`config.mk`:
```
export PLATFORM = sky130hd
export DESIGN_NAME = axil_adder_master
export DESIGN_NICKNAME = d
export VERILOG_FILES = /design/src/rtl/axil_adder_pkg.sv /design/src/rtl/axil_write_chan.sv /design/src/rtl/axil_adder_master.sv
export SDC_FILE = /design/constraint.sdc
export NUM_CORES = 1
export LEC_CHECK = 0
export ABC_AREA = 1
export BUFFER_PORTS_ARGS = -buffer_cell sky130_fd_sc_hd__buf_2
export CAP_MARGIN = 20
export CORE_ASPECT_RATIO = 0.9
export CORE_MARGIN = 2
export CORE_UTILIZATION = 48
export DETAILED_ROUTE_END_ITERATION = 10
export GPL_ROUTABILITY_DRIVEN = 0
export GPL_TIMING_DRIVEN = 1
export PLACE_DENSITY = 0.8
export SKIP_LAST_GASP = 1
export SYNTH_ARGS = -nofsm -noshare
export SYNTH_HDL_FRONTEND = slang
export SYNTH_SLANG_ARGS = --single-unit
export TNS_END_PERCENT = 5
```
`constraint.sdc`:
```
create_clock -name m1_axi_aclk -period 4.8 [get_ports m1_axi_aclk]
set_input_delay 0.96 -clock m1_axi_aclk [delete_from_list [all_inputs] [get_ports m1_axi_aclk]]
set_output_delay 0.96 -clock m1_axi_aclk [all_outputs]
set_load 0.01 [all_outputs]
```
`src/rtl/axil_adder_pkg.sv`:
```
// Shared types and register map for the AXI4-Lite adder initiator.
// The ADDER_MASTER_TIMEOUT_EN build option is consumed by axil_adder_master.
package axil_adder_pkg;

    typedef enum logic [3:0] {
        S_IDLE,
        S_WR_A,
        S_WB_A,
        S_WR_B,
        S_WB_B,
        S_RD_S,
        S_RR_S,
        S_RD_O,
        S_RR_O,
        S_DONE
    } state_e;

    localparam int unsigned ADDR_OP_A = 32'h00;
    localparam int unsigned ADDR_OP_B = 32'h04;
    localparam int unsigned ADDR_SUM  = 32'h08;
    localparam int unsigned ADDR_OVF  = 32'h0C;
    localparam int unsigned RESP_OKAY = 0;

    // States in which the master is waiting on a slave handshake.
    function automatic logic is_wait_state(input state_e s);
        return (s != S_IDLE) && (s != S_DONE);
    endfunction

endpackage

```
`src/rtl/axil_write_chan.sv`:
```
// AW/W dual-valid write request plus B response phase for one AXI4-Lite write.
// Shared by both operand writes; the parent selects address and data.
module axil_write_chan
    import axil_adder_pkg::*;
#(
    parameter int DATA_WIDTH = 32,
    parameter int ADDR_WIDTH = 8,
    parameter int RESP_WIDTH = 3
) (
    input  logic                    clk,
    input  logic                    rst,
    input  logic                    req,
    input  logic                    resp_phase,
    input  logic                    abort,
    input  logic [ADDR_WIDTH-1:0]   addr,
    input  logic [DATA_WIDTH-1:0]   data,
    output logic                    req_done,
    output logic                    resp_done,
    output logic                    resp_err,
    output logic [ADDR_WIDTH-1:0]   awaddr,
    output logic                    awvalid,
    input  logic                    awready,
    output logic [DATA_WIDTH-1:0]   wdata,
    output logic [DATA_WIDTH/8-1:0] wstrb,
    output logic                    wvalid,
    input  logic                    wready,
    input  logic [RESP_WIDTH-1:0]   bresp,
    input  logic                    bvalid,
    output logic                    bready
);

    logic aw_done_q, aw_done_d;
    logic w_done_q, w_done_d;
    logic aw_hs, w_hs;

    // NOTE: every signal written here gets a default first, so no path leaves it unassigned and no latch is inferred.
    always_comb begin
        awvalid   = req && !aw_done_q;
        wvalid    = req && !w_done_q;
        aw_hs     = awvalid && awready;
        w_hs      = wvalid && wready;
        req_done  = req && (aw_done_q || aw_hs) && (w_done_q || w_hs);
        aw_done_d = 1'b0;
        w_done_d  = 1'b0;
        if (req && !req_done && !abort) begin
            // Each channel remembers its own acceptance so its valid drops independently.
            aw_done_d = aw_done_q || aw_hs;
            w_done_d  = w_done_q || w_hs;
        end
        awaddr    = req ? addr : '0;
        wdata     = req ? data : '0;
        bready    = resp_phase;
        resp_done = bvalid && bready;
        resp_err  = resp_done && (bresp != RESP_WIDTH'(RESP_OKAY));
    end

    assign wstrb = '1;

    // NOTE: state flops use non-blocking assignments so every flop samples pre-edge values.
    always_ff @(posedge clk or posedge rst) begin
        if (rst) begin
            aw_done_q <= 1'b0;
            w_done_q  <= 1'b0;
        end else begin
            aw_done_q <= aw_done_d;
            w_done_q  <= w_done_d;
        end
    end

endmodule

```
`src/rtl/axil_adder_master.sv`:
```
// AXI4-Lite initiator: writes operands A/B, then reads sum and overflow of the adder slave.
// Optional per-handshake watchdog enabled with `define ADDER_MASTER_TIMEOUT_EN.
module axil_adder_master
    import axil_adder_pkg::*;
#(
    parameter int DATA_WIDTH     = 32,
    parameter int ADDR_WIDTH     = 8,
    parameter int RESP_WIDTH     = 3,
    parameter int TIMEOUT_CYCLES = 256
) (
    input  logic                    m1_axi_aclk,
    input  logic                    m1_axi_areset,
    input  logic                    start,
    input  logic [DATA_WIDTH-1:0]   op_a,
    input  logic [DATA_WIDTH-1:0]   op_b,
    output logic                    busy,
    output logic                    done,
    output logic [DATA_WIDTH-1:0]   sum,
    output logic                    overflow,
    output logic                    error,
    output logic [ADDR_WIDTH-1:0]   m1_axi_awaddr,
    output logic                    m1_axi_awvalid,
    input  logic                    m1_axi_awready,
    output logic [DATA_WIDTH-1:0]   m1_axi_wdata,
    output logic [DATA_WIDTH/8-1:0] m1_axi_wstrb,
    output logic                    m1_axi_wvalid,
    input  logic                    m1_axi_wready,
    input  logic [RESP_WIDTH-1:0]   m1_axi_bresp,
    input  logic                    m1_axi_bvalid,
    output logic                    m1_axi_bready,
    output logic [ADDR_WIDTH-1:0]   m1_axi_araddr,
    output logic                    m1_axi_arvalid,
    input  logic                    m1_axi_arready,
    input  logic [DATA_WIDTH-1:0]   m1_axi_rdata,
    input  logic [RESP_WIDTH-1:0]   m1_axi_rresp,
    input  logic                    m1_axi_rvalid,
    output logic                    m1_axi_rready
);

    state_e                  state_q, state_d;
    logic [DATA_WIDTH-1:0]   op_a_q, op_a_d;
    logic [DATA_WIDTH-1:0]   op_b_q, op_b_d;
    logic [DATA_WIDTH-1:0]   sum_q, sum_d;
    logic                    overflow_q, overflow_d;
    logic                    error_q, error_d;

    logic                    wc_req, wc_resp;
    logic                    wc_req_done, wc_resp_done, wc_resp_err;
    logic [ADDR_WIDTH-1:0]   wc_addr;
    logic [DATA_WIDTH-1:0]   wc_data;
    logic                    timeout;

    // Write-channel controls decode from the registered state only, keeping the handshake path loop-free.
    assign wc_req  = (state_q == S_WR_A) || (state_q == S_WR_B);
    assign wc_resp = (state_q == S_WB_A) || (state_q == S_WB_B);
    assign wc_addr = (state_q == S_WR_B) ? ADDR_WIDTH'(ADDR_OP_B) : ADDR_WIDTH'(ADDR_OP_A);
    assign wc_data = (state_q == S_WR_B) ? op_b_q : op_a_q;

    axil_write_chan #(
        .DATA_WIDTH (DATA_WIDTH),
        .ADDR_WIDTH (ADDR_WIDTH),
        .RESP_WIDTH (RESP_WIDTH)
    ) u_write_chan (
        .clk        (m1_axi_aclk),
        .rst        (m1_axi_areset),
        .req        (wc_req),
        .resp_phase (wc_resp),
        .abort      (timeout),
        .addr       (wc_addr),
        .data       (wc_data),
        .req_done   (wc_req_done),
        .resp_done  (wc_resp_done),
        .resp_err   (wc_resp_err),
        .awaddr     (m1_axi_awaddr),
        .awvalid    (m1_axi_awvalid),
        .awready    (m1_axi_awready),
        .wdata      (m1_axi_wdata),
        .wstrb      (m1_axi_wstrb),
        .wvalid     (m1_axi_wvalid),
        .wready     (m1_axi_wready),
        .bresp      (m1_axi_bresp),
        .bvalid     (m1_axi_bvalid),
        .bready     (m1_axi_bready)
    );

    always_comb begin
        state_d        = state_q;
        op_a_d         = op_a_q;
        op_b_d         = op_b_q;
        sum_d          = sum_q;
        overflow_d     = overflow_q;
        error_d        = error_q;
        m1_axi_arvalid = 1'b0;
        m1_axi_araddr  = '0;
        m1_axi_rready  = 1'b0;

        case (state_q)
            S_IDLE: begin
                if (start) begin
                    op_a_d  = op_a;
                    op_b_d  = op_b;
                    error_d = 1'b0;
                    state_d = S_WR_A;
                end
            end
            S_WR_A: if (wc_req_done) state_d = S_WB_A;
            S_WB_A: begin
                if (wc_resp_done) begin
                    error_d = error_q | wc_resp_err;
                    state_d = S_WR_B;
                end
            end
            S_WR_B: if (wc_req_done) state_d = S_WB_B;
            S_WB_B: begin
                if (wc_resp_done) begin
                    error_d = error_q | wc_resp_err;
                    state_d = S_RD_S;
                end
            end
            S_RD_S: begin
                m1_axi_arvalid = 1'b1;
                m1_axi_araddr  = ADDR_WIDTH'(ADDR_SUM);
                if (m1_axi_arready) state_d = S_RR_S;
            end
            S_RR_S: begin
                m1_axi_rready = 1'b1;
                if (m1_axi_rvalid) begin
                    sum_d   = m1_axi_rdata;
                    error_d = error_q | (m1_axi_rresp != RESP_WIDTH'(RESP_OKAY));
                    state_d = S_RD_O;
                end
            end
            S_RD_O: begin
                m1_axi_arvalid = 1'b1;
                m1_axi_araddr  = ADDR_WIDTH'(ADDR_OVF);
                if (m1_axi_arready) state_d = S_RR_O;
            end
            S_RR_O: begin
                m1_axi_rready = 1'b1;
                if (m1_axi_rvalid) begin
                    overflow_d = m1_axi_rdata[0];
                    error_d    = error_q | (m1_axi_rresp != RESP_WIDTH'(RESP_OKAY));
                    state_d    = S_DONE;
                end
            end
            S_DONE:  state_d = S_IDLE;
            default: state_d = S_IDLE;
        endcase

        // A watchdog expiry abandons whatever handshake is pending and reports it as an error.
        if (timeout) begin
            state_d = S_DONE;
            error_d = 1'b1;
        end
    end

`ifdef ADDER_MASTER_TIMEOUT_EN
    localparam int TIMER_W = $clog2(TIMEOUT_CYCLES + 1);

    logic [TIMER_W-1:0] timer_q, timer_d;

    assign timeout = is_wait_state(state_q) && (timer_q == TIMER_W'(TIMEOUT_CYCLES - 1));

    always_comb begin
        timer_d = timer_q;
        if (state_d != state_q) begin
            timer_d = '0;
        end else if (is_wait_state(state_q)) begin
            timer_d = timer_q + TIMER_W'(1);
        end
    end

    always_ff @(posedge m1_axi_aclk or posedge m1_axi_areset) begin
        if (m1_axi_areset) timer_q <= '0;
        else               timer_q <= timer_d;
    end
`else
    logic unused_timeout_cfg;

    assign timeout            = 1'b0;
    assign unused_timeout_cfg = (TIMEOUT_CYCLES > 0);
`endif

    always_ff @(posedge m1_axi_aclk or posedge m1_axi_areset) begin
        if (m1_axi_areset) begin
            state_q    <= S_IDLE;
            op_a_q     <= '0;
            op_b_q     <= '0;
            sum_q      <= '0;
            overflow_q <= 1'b0;
            error_q    <= 1'b0;
        end else begin
            state_q    <= state_d;
            op_a_q     <= op_a_d;
            op_b_q     <= op_b_d;
            sum_q      <= sum_d;
            overflow_q <= overflow_d;
            error_q    <= error_d;
        end
    end

    assign busy     = is_wait_state(state_q);
    assign done     = (state_q == S_DONE);
    assign sum      = sum_q;
    assign overflow = overflow_q;
    assign error    = error_q;

endmodule
```
### After elaboration in Yosys (flattened, before gate mapping)

Index checks and enable logic that the tools add are counted.

* bits in registers: 104
* bits in latches: 0
* RAM bits: 0
* memory bits (read-only): 0
* word-level logic and storage cells: 84
* memories kept: 0

* add/subtract/negate cells: 0
* multiply operators: 0
* divide/modulo/power cells: 0
* order comparisons: 0
* equal/unequal tests: 21
* shifts and indexed selects: 0
* muxes and demuxes: 23
* bitwise logic cells: 2
* reduce and logical (&&, ||, !) cells: 30

Operators by type and width (number)
* 32-bit 2-to-1 mux: 2
* 4-bit 2-to-1 mux: 9
* 4-bit one-hot mux with 9 select lines: 1
* 4-bit by 3-bit equality test with 1-bit output, second input constant: 4
* 2-bit by 1-bit != test with 1-bit output, second input constant: 6
* 1-bit logical AND: 10
* 2-bit != test, second input constant: 5
* 9-bit AND reduction: 1
* 3-bit nonzero test: 3
* 4-bit by 2-bit equality test with 1-bit output, second input constant: 2
* 4-bit equality test, second input constant: 2
* 4-bit one-hot mux with 2 select lines: 1
* 1-bit 2-to-1 mux: 7
* 3-bit 2-to-1 mux: 2
* 2-bit AND reduction: 3
* 2-bit OR reduction: 3
* 4-bit by 1-bit equality test with 1-bit output, second input constant: 1
* 4-bit zero test: 1
* 1-bit logical OR: 4
* 4-bit != test, second input constant: 1
* 4-bit AND reduction: 1
* 4-bit nonzero test: 1
* 1-bit zero test: 3
* 1-bit one-hot mux with 3 select lines: 1
* 1-bit bitwise OR: 2

### Logic depth before layout (Yosys ltp)

* depth after elaboration: 10
* gate-level depth with buffers: 9
* gate-level depth less buffers: 9

### Cells and area by module

A second synthesis with hierarchy kept.

* cells, all modules: 535
* area, all modules: 5202.5 um^2

Modules (own cells, without submodules)
* axil_adder_master: instances 1, cells each 420, area each 4667.0 um^2
* axil_write_chan: instances 1, cells each 115, area each 535.5 um^2

### Worst setup path after synthesis

OpenSTA, ideal clock, no wires.

* path type: register -> output
* start: register state_q[0]
* end: output m1_axi_wdata[13]
* arrival time: 1.380 ns
* slack: 2.460 ns
* cell stages (with the launch flop): 8
* cell sequence: dfrtp_1 buf_2 nand2_1 inv_2 nand2_1 clkbuf_1 o21ai_0 a21oi_1

* word-level cells in the longest chain between the ends: 3
* elaborated cells between the ends (all ways): 5
* classes of those cells: 2 x eq/ne; 2 x mux; 1 x reduce/logical

Ends and longest elaborated chain
* from (decl): RTL line axil_adder_master.sv:40 `state_e state_q, state_d;`
* from (signal assigned): RTL line axil_adder_master.sv:193 `state_q <= state_d;`
* 4-bit by 2-bit equality test with 1-bit output or 4-bit by 1-bit equality test with 1-bit output (tied branches): RTL line axil_adder_master.sv:54, axil_adder_master.sv:57
* 32-bit 2-to-1 mux or 1-bit logical OR (tied branches): RTL line axil_adder_master.sv:57, axil_adder_master.sv:54
* 32-bit 2-to-1 mux (*): RTL line axil_write_chan.sv:51 `wdata = req ? data : '0;`
* to (decl): RTL line axil_adder_master.sv:24 `output logic [DATA_WIDTH-1:0] m1_axi_wdata,`

Every way passes the cells marked *; elsewhere a longest branch is shown, timed or not.

### Final worst setup path

* start: register state_q[1]
* end: output m1_axi_wdata[10]

Same word-level chain as after synthesis.

==> results.py <==
metrics = {
    "placed_design": {
        "placed_area_um2": 5760,
        "dpl.cell_count": 741,
        "place_hpwl_um": 7890,
        "place_ws_ns": 1.39,
        "port-buffer-count": 185,
    },
    "detailed_routing": {
        "antenna_left": 0,
        "drcViolationCount": 0,
        "finalWirelength_um": 10800,
        "dr.pass1.iters": 4,
        "drt_iter0_markers": 160,
        "drt-vias-per-instance": 4.86,
        "routedWlPerCell_um": 14.2,
        "num_vias": 3679,
    },
    "grt": {
        "grt_usage": 0.204,
        "first_global_vias": 3913,
        "grt_antenna_before_repair": 0,
        "grt_start_max_net_pins": 87,
        "grt_overflow": 0,
        "grt_pass1_wl_um": 17600,
    },
    "layout": {
        "final_cells": 757,
        "num-fill-cells": 827,
        "seq_area_um2": 2600,
        "final_area_um2": 6060,
        "fin_nets": 736,
        "area_growth_pct": 24.5,
        "antenna_cells": 0,
        "multi_input_area_um2": 1910,
        "drive_above_1_share": 0.429,
    },
    "clock_tree": {
        "postCtsSetupRepairBufs": 0,
        "path_clk_slew_ns": 0.07,
        "cts_tree": "built",
        "cts.sinks": 104,
        "cts_root_buf": "clkbuf_16",
        "cts_made_buffers": 9,
        "hold_buffers": 0,
        "insertion_delay_ns": 0.34,
        "cts.repair.resized": 0,
        "cts_buffer_depth": 2,
        "htreeDepth": 3,
    },
    "critical_path": {
        "critPathRequiredTime_ns": 3.84,
        "startpoint_type": "flop",
        "crit_arrival_ns": 2.35,
        "crit_path_end_kind": "primary output",
        "critPathMaxFanout": 46,
        "path_class": "flop to primary output",
    },
    "synthesis": {
        "syn_avg_cell_area_um2": 10.7,
        "ys_seq_elements": 104,
        "synth_area_leaders": "dfrtp_1, mux2_4, mux2_2",
        "syn_area_um2": 4860,
        "synth-edff-count": 0,
        "synth_top_cell_area_share": 0.535,
        "synth-main-ff-cell": "dfrtp_1",
        "ys_types": 24,
        "yosysTopAreaCell": "dfrtp_1",
        "async_flop_share": 1.00,
        "ys_warn_count": 0,
        "synth_cells": 454,
        "ys_seq_area_frac": 0.535,
    },
    "floorplan": {
        "rows": 34,
        "die_h_um": 99.5,
        "die_area_um2": 11000,
        "dieWidth_um": 110,
        "io_pins": 203,
        "start_util": 0.497,
        "coreArea_um2": 9780,
    },
    "power": {
        "totalPowerFinal_mw": 4.04,
        "pwr_density_cell_nw_per_um2": 667,
        "ir_drop_v": 0.000392,
        "leakage_nw": 3.32,
    },
    "timing": {
        "setup_viol": 0,
        "max_clock_freq_mhz": 302,
        "slew_headroom": 0.315,
        "finalSetupTns_ns": 0,
        "worst_slack_ns": 1.49,
        "fin_crit_ns": 3.31,
        "finalCritPeriodShare": 0.690,
        "tightest_slew_ns": 1.03,
        "rsz0062_at_grt": "false",
        "hold_viol": 0,
        "fin_skew_ns": 0.00469,
        "drv_slew": 0,
    },
    "hold_path": {
        "worstHoldPathType": "flop to flop",
    },
    "run": {
        "cap_viol_max_count": 0,
    },
    "status": {
        "status": "finished, final reports clean",
    },
}
## placed cells by master (no fill, tap or decap), types with 17 or more instances in the layout
master	count
o21ai_0	24
nor2_1	46
mux2_4	28
nand2_1	38
inv_1	40
a21oi_1	47
conb_1	17
mux2_2	29
dfrtp_1	104
buf_2	185
## metal layers
layer | routed length, um | global-route usage | part of all wire
met1 | 4540 | 0.249 | 0.42
met2 | 5120 | 0.343 | 0.48
met3 | 997 | 0.0767 | 0.093
met4 | 109 | 0.0462 | 0.010
met5 | 0 | 0 | 0
## cell type report
class	instances	share of cell area
inverters	44	0.0277
multi-input cells	281	0.315
flip-flops and latches	104	0.430
well taps	126	0.0260
clock inverters	6	0.00847
clock buffers	10	0.0395
repair buffers	186	0.154
## metrics by stage
stage | hold WS, ns | utilization
2_1_floorplan | 0.459 | -
3_3_place_gp | 0.462 | 0.589
3_5_place_dp | 0.476 | 0.589
4_1_cts | 0.492 | 0.619
5_1_grt | 0.515 | 0.619
6_report | 0.488 | 0.619
## report_power, final
| part | switching [mW] | internal, mW | total (mW) |
|---|---|---|---|
| clock network | 0.326 | 0.373 | 0.699 |
| registers | 0.232 | 1.30 | 1.53 |
| logic | 0.990 | 0.820 | 1.81 |
## kinds of logic after synthesis
family / after synthesis / synth area share
other cells: 2 / 0.00154
mux: 73 / 0.191
compound gates: 75 / 0.0780
buf+inv: 84 / 0.0867
flops: 104 / 0.535
simple gates: 116 / 0.108
## worst max-delay path, stage by stage (launching register included)
cell     delay, ns
dfrtp_1       0.68
nand2_1       0.19
inv_2         0.12
nand2_2       0.41
o21ai_0       0.35
a21oi_1       0.06
buf_2         0.17
## final timing paths
path / from / endpoint / slack (ns) / cells past startpoint
setup / recovery: state_q[1]$_DFFE_PP0P_ / m1_axi_wdata[10] / 1.49 / 6
hold / removal: op_b_q[29]$_DFFE_PP0P_ / op_b_q[29]$_DFFE_PP0P_ / 0.49 / 1
setup reg to reg: state_q[1]$_DFFE_PP0P_ / op_b_q[20]$_DFFE_PP0P_ / 2.36 / 3
hold reg to reg: op_b_q[29]$_DFFE_PP0P_ / op_b_q[29]$_DFFE_PP0P_ / 0.49 / 1
max in group asynchronous: m1_axi_areset / sum[6]$_DFFE_PP0P_ / 3.10 / 3
min in group asynchronous: m1_axi_areset / sum[28]$_DFFE_PP0P_ / 0.83 / 2
## registers in the layout, summed over array words and instances (netlist names)
register	count
error	1
op_a_q	32
op_b_q	32
overflow	1
state_q	4
sum	32
u_write_chan.aw_done_q	1
u_write_chan.w_done_q	1
## synth_stat cells (4+ instances only)
cell and count:
mux2_1 16, nor2_4 4, mux2_4 28, clkbuf_1 6, a21oi_1 47, nand3_1 11
nor3_1 9, inv_1 41, nor2_1 46, o21ai_0 24, dfrtp_1 104, buf_4 18
mux2_2 29, buf_2 13, nand2_1 39
Note: power is estimated with default switching activity, not from simulation.
